`config.mk`:
```
export PLATFORM = sky130hd
export DESIGN_NAME = uart_multilock_control
export DESIGN_NICKNAME = d
export VERILOG_FILES = /design/src/rtl/uart_lock_pkg.sv /design/src/rtl/lock_relock_timer.sv /design/src/rtl/uart_rx.sv /design/src/rtl/uart_multilock_control.sv
export SDC_FILE = /design/constraint.sdc
export NUM_CORES = 1
export LEC_CHECK = 0
export CORE_UTILIZATION = 45
export DETAILED_ROUTE_END_ITERATION = 8
export GPL_TIMING_DRIVEN = 0
export PLACE_DENSITY_LB_ADDON = 0.12
export SYNTH_ARGS = -nofsm -noshare
export SYNTH_HDL_FRONTEND = slang
export SYNTH_HIERARCHICAL = 1
export SYNTH_SLANG_ARGS = --single-unit
```
`constraint.sdc`:
```
create_clock -name clk -period 2.51 [get_ports clk]
set_input_delay 0.3765 -clock clk [delete_from_list [all_inputs] [get_ports clk]]
set_output_delay 0.3765 -clock clk [all_outputs]
set_load 0.02 [all_outputs]
```
`src/rtl/uart_lock_pkg.sv`:
```
// Shared command/response constants and parser state encoding for the
// multi-channel UART lock controller.
package uart_lock_pkg;

  localparam logic [7:0] CMD_OPEN   = 8'h41;  // 'A'
  localparam logic [7:0] CMD_CLOSE  = 8'h43;  // 'C'
  localparam logic [7:0] CMD_ALL    = 8'h58;  // 'X'
  localparam logic [7:0] CMD_STATUS = 8'h53;  // 'S'
  localparam logic [7:0] RSP_ACK    = 8'h4B;  // 'K'
  localparam logic [7:0] RSP_ERR    = 8'h45;  // 'E'
  localparam logic [7:0] CH_BASE    = 8'h30;  // '0'

  typedef enum logic {
    IDLE    = 1'b0,
    WAIT_CH = 1'b1
  } parser_state_t;

endpackage

```
`src/rtl/lock_relock_timer.sv`:
```
// Per-channel auto-relock countdown; o_expire is high in the cycle the count goes 1->0.
module lock_relock_timer #(
  parameter int RELOCK_CYCLES = 250000000
) (
  input  logic i_clk,
  input  logic i_rst,
  input  logic i_load,
  input  logic i_clear,
  output logic o_expire
);

  localparam int CNT_W = (RELOCK_CYCLES > 0) ? $clog2(RELOCK_CYCLES + 1) : 1;
  localparam logic [CNT_W-1:0] LOAD_VAL = CNT_W'(RELOCK_CYCLES);

  logic [CNT_W-1:0] r_cnt;

  // The count is only non-zero while the channel is open: closing always clears it.
  always_ff @(posedge i_clk or posedge i_rst) begin
    if (i_rst) begin
      r_cnt <= '0;
    end else if (i_load) begin
      r_cnt <= LOAD_VAL;
    end else if (i_clear) begin
      r_cnt <= '0;
    end else if (r_cnt != '0) begin
      r_cnt <= r_cnt - CNT_W'(1);
    end
  end

  assign o_expire = (r_cnt == CNT_W'(1)) && !i_load && !i_clear;

endmodule

```
`src/rtl/uart_rx.sv`:
```
// 8N1 UART receiver: one-cycle o_Rx_DV strobe with o_Rx_Byte once the stop bit is reached.
module uart_rx #(
  parameter int CLKS_PER_BIT = 434
) (
  input  logic       i_Clock,
  input  logic       i_Rx_Serial,
  output logic       o_Rx_DV,
  output logic [7:0] o_Rx_Byte
);

  localparam int CNT_W = $clog2(CLKS_PER_BIT + 1);
  localparam logic [CNT_W-1:0] HALF = CNT_W'((CLKS_PER_BIT - 1) / 2);
  localparam logic [CNT_W-1:0] LAST = CNT_W'(CLKS_PER_BIT - 1);

  typedef enum logic [2:0] {
    S_IDLE, S_START, S_DATA, S_STOP, S_CLEANUP
  } rx_state_t;

  rx_state_t        r_state;
  logic             r_rx;
  logic [CNT_W-1:0] r_clk_cnt;
  logic [2:0]       r_bit_idx;

  always_ff @(posedge i_Clock) begin
    r_rx <= i_Rx_Serial;
  end

  always_ff @(posedge i_Clock) begin
    case (r_state)
      S_IDLE: begin
        o_Rx_DV   <= 1'b0;
        r_clk_cnt <= '0;
        r_bit_idx <= '0;
        if (!r_rx) r_state <= S_START;
      end
      // Confirm the start bit half a bit later to reject glitches.
      S_START: begin
        if (r_clk_cnt == HALF) begin
          r_clk_cnt <= '0;
          r_state   <= r_rx ? S_IDLE : S_DATA;
        end else begin
          r_clk_cnt <= r_clk_cnt + CNT_W'(1);
        end
      end
      S_DATA: begin
        if (r_clk_cnt < LAST) begin
          r_clk_cnt <= r_clk_cnt + CNT_W'(1);
        end else begin
          r_clk_cnt            <= '0;
          o_Rx_Byte[r_bit_idx] <= r_rx;
          if (r_bit_idx < 3'd7) begin
            r_bit_idx <= r_bit_idx + 3'd1;
          end else begin
            r_bit_idx <= '0;
            r_state   <= S_STOP;
          end
        end
      end
      S_STOP: begin
        if (r_clk_cnt < LAST) begin
          r_clk_cnt <= r_clk_cnt + CNT_W'(1);
        end else begin
          o_Rx_DV   <= 1'b1;
          r_clk_cnt <= '0;
          r_state   <= S_CLEANUP;
        end
      end
      S_CLEANUP: begin
        o_Rx_DV <= 1'b0;
        r_state <= S_IDLE;
      end
      default: r_state <= S_IDLE;
    endcase
  end

endmodule

```
`src/rtl/uart_multilock_control.sv`:
```
// UART command parser driving NUM_LOCKS lock outputs with auto-relock and a
// one-deep, last-wins response slot feeding an external uart_tx.
module uart_multilock_control
  import uart_lock_pkg::*;
#(
  parameter int CLKS_PER_BIT         = 434,
  parameter int NUM_LOCKS            = 4,
  parameter int RELOCK_CYCLES        = 250000000,
  parameter int FRAME_TIMEOUT_CYCLES = 5000000
) (
  input  logic                 clk,
  input  logic                 rst,
  input  logic                 rx_pin,
  input  logic                 tx_busy,
  output logic [NUM_LOCKS-1:0] lock_open,
  output logic                 tx_dv,
  output logic [7:0]           tx_byte,
  output logic                 frame_err
);

  localparam int GAP_W = $clog2(FRAME_TIMEOUT_CYCLES + 1);
  localparam logic [7:0] CH_END = CH_BASE + 8'(NUM_LOCKS);

  logic                 w_rx_dv;
  logic [7:0]           w_rx_byte;
  logic [7:0]           w_ch_idx;
  logic                 w_ch_ok;
  logic [7:0]           w_status;
  logic                 w_rsp_vld;
  logic [7:0]           w_rsp_byte;
  logic                 w_err;
  logic [NUM_LOCKS-1:0] w_open_set;
  logic [NUM_LOCKS-1:0] w_close_set;
  logic [NUM_LOCKS-1:0] w_expire;
  logic                 w_tx_fire;

  parser_state_t        r_state, w_state_nxt;
  logic [7:0]           r_cmd, w_cmd_nxt;
  logic [GAP_W-1:0]     r_gap, w_gap_nxt;
  logic [NUM_LOCKS-1:0] r_lock;
  logic                 r_slot_full;
  logic [7:0]           r_slot_byte;
  logic                 r_tx_dv;
  logic [7:0]           r_tx_byte;
  logic                 r_frame_err;

  uart_rx #(.CLKS_PER_BIT(CLKS_PER_BIT)) u_rx (
    .i_Clock     (clk),
    .i_Rx_Serial (rx_pin),
    .o_Rx_DV     (w_rx_dv),
    .o_Rx_Byte   (w_rx_byte)
  );

  for (genvar g = 0; g < NUM_LOCKS; g++) begin : g_timer
    lock_relock_timer #(.RELOCK_CYCLES(RELOCK_CYCLES)) u_timer (
      .i_clk    (clk),
      .i_rst    (rst),
      .i_load   (w_open_set[g]),
      .i_clear  (w_close_set[g]),
      .o_expire (w_expire[g])
    );
  end

  assign w_ch_idx  = w_rx_byte - CH_BASE;
  assign w_ch_ok   = (w_rx_byte >= CH_BASE) && (w_rx_byte < CH_END);
  assign w_status  = 8'h80 | 8'(r_lock);
  assign w_tx_fire = r_slot_full && !tx_busy;

  always_comb begin
    w_state_nxt = r_state;
    w_cmd_nxt   = r_cmd;
    w_gap_nxt   = r_gap;
    w_open_set  = '0;
    w_close_set = '0;
    w_rsp_vld   = 1'b0;
    w_rsp_byte  = RSP_ACK;
    w_err       = 1'b0;
    case (r_state)
      IDLE: begin
        if (w_rx_dv) begin
          case (w_rx_byte)
            CMD_OPEN, CMD_CLOSE: begin
              w_cmd_nxt   = w_rx_byte;
              w_gap_nxt   = GAP_W'(FRAME_TIMEOUT_CYCLES);
              w_state_nxt = WAIT_CH;
            end
            CMD_ALL: begin
              w_close_set = '1;
              w_rsp_vld   = 1'b1;
            end
            CMD_STATUS: begin
              w_rsp_vld  = 1'b1;
              w_rsp_byte = w_status;
            end
            default: ;
          endcase
        end
      end
      WAIT_CH: begin
        if (w_rx_dv) begin
          w_state_nxt = IDLE;
          w_rsp_vld   = 1'b1;
          if (w_ch_ok) begin
            for (int i = 0; i < NUM_LOCKS; i++) begin
              if (w_ch_idx == 8'(i)) begin
                w_open_set[i]  = (r_cmd == CMD_OPEN);
                w_close_set[i] = (r_cmd != CMD_OPEN);
              end
            end
          end else begin
            w_rsp_byte = RSP_ERR;
            w_err      = 1'b1;
          end
        end else if (r_gap == GAP_W'(1)) begin
          w_state_nxt = IDLE;
          w_rsp_vld   = 1'b1;
          w_rsp_byte  = RSP_ERR;
          w_err       = 1'b1;
        end else begin
          w_gap_nxt = r_gap - GAP_W'(1);
        end
      end
      default: w_state_nxt = IDLE;
    endcase
  end

  always_ff @(posedge clk or posedge rst) begin
    if (rst) begin
      r_state     <= IDLE;
      r_cmd       <= 8'h00;
      r_gap       <= '0;
      r_frame_err <= 1'b0;
    end else begin
      r_state     <= w_state_nxt;
      r_cmd       <= w_cmd_nxt;
      r_gap       <= w_gap_nxt;
      r_frame_err <= w_err;
    end
  end

  // Explicit open beats a same-cycle expiry; close and expiry both close.
  always_ff @(posedge clk or posedge rst) begin
    if (rst) begin
      r_lock <= '0;
    end else begin
      r_lock <= (r_lock & ~w_close_set & ~w_expire) | w_open_set;
    end
  end

  // A new response overwrites the slot even while the old one drains to tx_byte.
  always_ff @(posedge clk or posedge rst) begin
    if (rst) begin
      r_slot_full <= 1'b0;
      r_slot_byte <= 8'h00;
      r_tx_dv     <= 1'b0;
      r_tx_byte   <= 8'h00;
    end else begin
      r_tx_dv <= w_tx_fire;
      if (w_tx_fire) r_tx_byte <= r_slot_byte;
      if (w_rsp_vld) begin
        r_slot_full <= 1'b1;
        r_slot_byte <= w_rsp_byte;
      end else if (w_tx_fire) begin
        r_slot_full <= 1'b0;
      end
    end
  end

  assign lock_open = r_lock;
  assign tx_dv     = r_tx_dv;
  assign tx_byte   = r_tx_byte;
  assign frame_err = r_frame_err;

endmodule

```
==> metrics.cfg <==
[worst_setup_path]
crit_path_start_kind=flop
crit_fanout=10
endpoint_kind=flop
cp_num_cells=7
critPathSlowestCell=o21ai_1
cp_cell_sequence=buf_2 > nor4bb_2 > nand4_1 > o21ai_1 > or2_2 > clkbuf_1 > o21ai_0
critPathMaxStageDelay_ps=390
cp.required_ps=2780
ff2ff_path_depth=7
cp_top_family=simple AND/OR/NAND/NOR gates
cp.buffers_inverters=2
rrSetupSlack_ps=110
crit_type=reg2reg
arrival_ps=2670

[global_route]
grt_max_degree=29
grt_pass1_vias=7406
antenna_found_initial=0
grt_pass1_wl_mm=37.27
grt-ovfl-total=0
grtUsageTotal_pct=20.47

[routing]
postRouteAntennaNets=0
drt_first_pass_iters=4
totalWireLength_mm=21.98
drtIter0Drc=462
viasPerCell=5.718
drc=0
vias=7788
wl_per_cell_um=16.14

[pwr]
swShare_pct=37.47
power_frac_seq_pct=46.2
ir_drop_v=0.0005494
cellPowerDensity_mw_per_mm2=1057
p_switching_w=0.004504
clkPwrFrac_pct=22.1
comb_power_share_pct=31.7
leakage_nw=4.631
internal_power_w=0.007518

[clocking]
clk_pin_slew_ps=60
numCtsBuffers=17
clk_latency_ps=430
cts_tree=yes
cts_buffer_depth=2
htree_levels=4
cts_num_sinks=188
root_buffer=clkbuf_16

[die]
dieWidth_um=151.4
pin_count=18
chipHeight_um=151.4
core_mm2=0.02182
fp.dieArea_mm2=0.02291
start_util_pct=46.00
rows=54

[final_layout]
fill_cells=2018
fin_util_pct=52.10
area_growth_pct=13.26
antenna_cells=0
drive_gt1_share_pct=13.59
nets=1091

[timing]
max_freq_mhz=416.3
timing.final.crit_share_pct=95.70
relSlewSlack_pct=26.90
grt_setup_unrepaired=true
drv_slew=0
tightestPinTransition_ps=1095
whs_ps=391.3
clock_skew_ps=9.164
fin_crit_ps=2402
final-hold-violation-count=0
setup_viol=0

[yosys]
synth_top_cell_by_area=dfrtp_1
ys_ff_latch=188
yosysTopAreaCellShare_pct=40.63
synthTopCellsByArea=dfrtp_1 (41%), edfxtp_1 (7.2%), o21ai_0 (3.6%), a21oi_1 (3.2%), or3_1 (3.1%)
synth_area_mm2=0.01004
yosysMostFrequentCell=dfrtp_1
netlist_instances=1022
ys_types=74
synth_enable_flop_cells=24
yosys-top-cells-count=dfrtp_1 (163), nor2_1 (78), o21ai_0 (73)
synth.avg_cell_area_um2=9.822
yosysWarnings=6
ys.flop_type=dfrtp_1
synth-async-reset-ratio_pct=86.70
yosysSeqAreaShare_pct=48.01

[hold_path]
hp-class=in2reg
hold_depth=1

[job]
drv_cap=0

[run_status]
outcome=completed

[place]
finalWeightedCongestion=0.8207
dp_hpwl_mm=15.19
io_buffers=15

-- state kept, by name, summed over array words and instances, names as in the netlist, 3 cells and up --
register               flops
g_timer.u_timer/r_cnt    112
lock_open                  4
r_cmd                      8
r_gap                     23
r_slot_byte                6
tx_byte                    6
u_rx/o_Rx_Byte             8
u_rx/r_bit_idx             3
u_rx/r_clk_cnt             9
u_rx/r_state               3
-- final cells by class --
cell class	instances	area (um^2)	share of cell area, %
timing repair buffer	28	260.3	2.289
sequential	188	4820	42.39
tap	280	350.3	3.081
multi-input combinational	765	5066	44.56
clock inverter	9	85.08	0.7483
clock buffer	23	489.2	4.303
buffer	26	137.6	1.211
inverter	43	161.4	1.420
-- timing repair --
item | 4_1_cts | 5_1_grt
pin swaps | 4 | 5
setup endpoints to repair | 99 | 115
hold buffers | 0 | 0
setup buffers | 4 | 8
gates resized for setup | 13 | 25
hold endpoints to repair | 0 | 0
-- path summary, 6_finish.rpt --
check	start	endpoint
setup / recovery	r_state	g_timer[3].u_timer/r_cnt[21]
hold / removal	rx_pin	u_rx/r_rx
setup reg to reg	r_state	g_timer[3].u_timer/r_cnt[21]
hold reg to reg	r_cmd[0]	r_cmd[0]
max in group asynchronous	rst	g_timer[2].u_timer/r_cnt[23]
min in group asynchronous	rst	tx_byte[6]
-- kinds of logic (layout without fill, tap and decap cells) --
logic type	count (synthesis)	after routing	share of synthesized area [%]
simple gates	444	444	26.13
compound gates	243	243	15.36
flops	188	188	48.01
buf+inv	70	129	2.966
xor+xnor	49	49	4.275
fa+ha+maj	18	18	2.244
mux	9	9	0.9847
other cells	1	2	0.03736
-- cell usage in the layout, fill, tap and decap left out, types with 6 or more instances in the layout --
cell type and n:
o211ai_1 11, clkdlybuf4s50_1 15, nor4_2 6, nand3b_1 16, xor2_1 28, a21oi_1 65
nand2b_1 19, nor3_1 29, o21ai_0 70, xnor2_1 21, nand2_1 63, nand3_1 18
clkbuf_16 18, or3_2 9, o21a_1 12, mux2_2 7, a31oi_1 11, or3_1 49
inv_1 42, nor2_1 69, ha_1 18, o31a_1 6, buf_4 18, or4_1 30
edfxtp_1 24, a21o_1 10, nor4_4 6, nor2_2 9, nor4_1 23, or2_2 14
o31ai_1 25, dfrtp_1 163, clkbuf_1 14, nand4_1 18, and2_1 16
-- power by group through the flow --
stage / Combinational (W) / Clock (W) / Sequential, W
after detailed placement: 0.00374 / 0 / 0.00550
after global placement: 0.00365 / 0 / 0.00550
final: 0.00381 / 0.00266 / 0.00555
after floorplan: 0.00307 / 0 / 0.00523
after CTS: 0.00377 / 0.00274 / 0.00550
after global routing: 0.00437 / 0.00285 / 0.00575
-- per-layer routing --
| metal | share of wire, % | track usage (%) | vias to the layer above |
|---|---|---|---|
| met4 | 1.1 | 5.550 | 0 |
| met5 | 0 | 0 | - |
| met2 | 45 | 31.58 | 97 |
| li1 | - | - | 3876 |
| met3 | 2.7 | 3.494 | 15 |
| met1 | 51 | 29.47 | 3800 |
-- through the flow --
stage	instances	TNS, ps	total power, W	cell area, um^2	worst slack (ps)
final	1362	0	0.01202	11370	108.1
after global routing	1362	-29.38	0.01297	11370	-20.69
after CTS	1355	0	0.01201	11210	6.299
after detailed placement	1319	-9501	0.009248	10560	-451.5
after global placement	1318	-32730	0.009151	10540	-474.6
after floorplan	1023	0	0.008301	10040	249.0
Power figures use the tool's default switching activity.
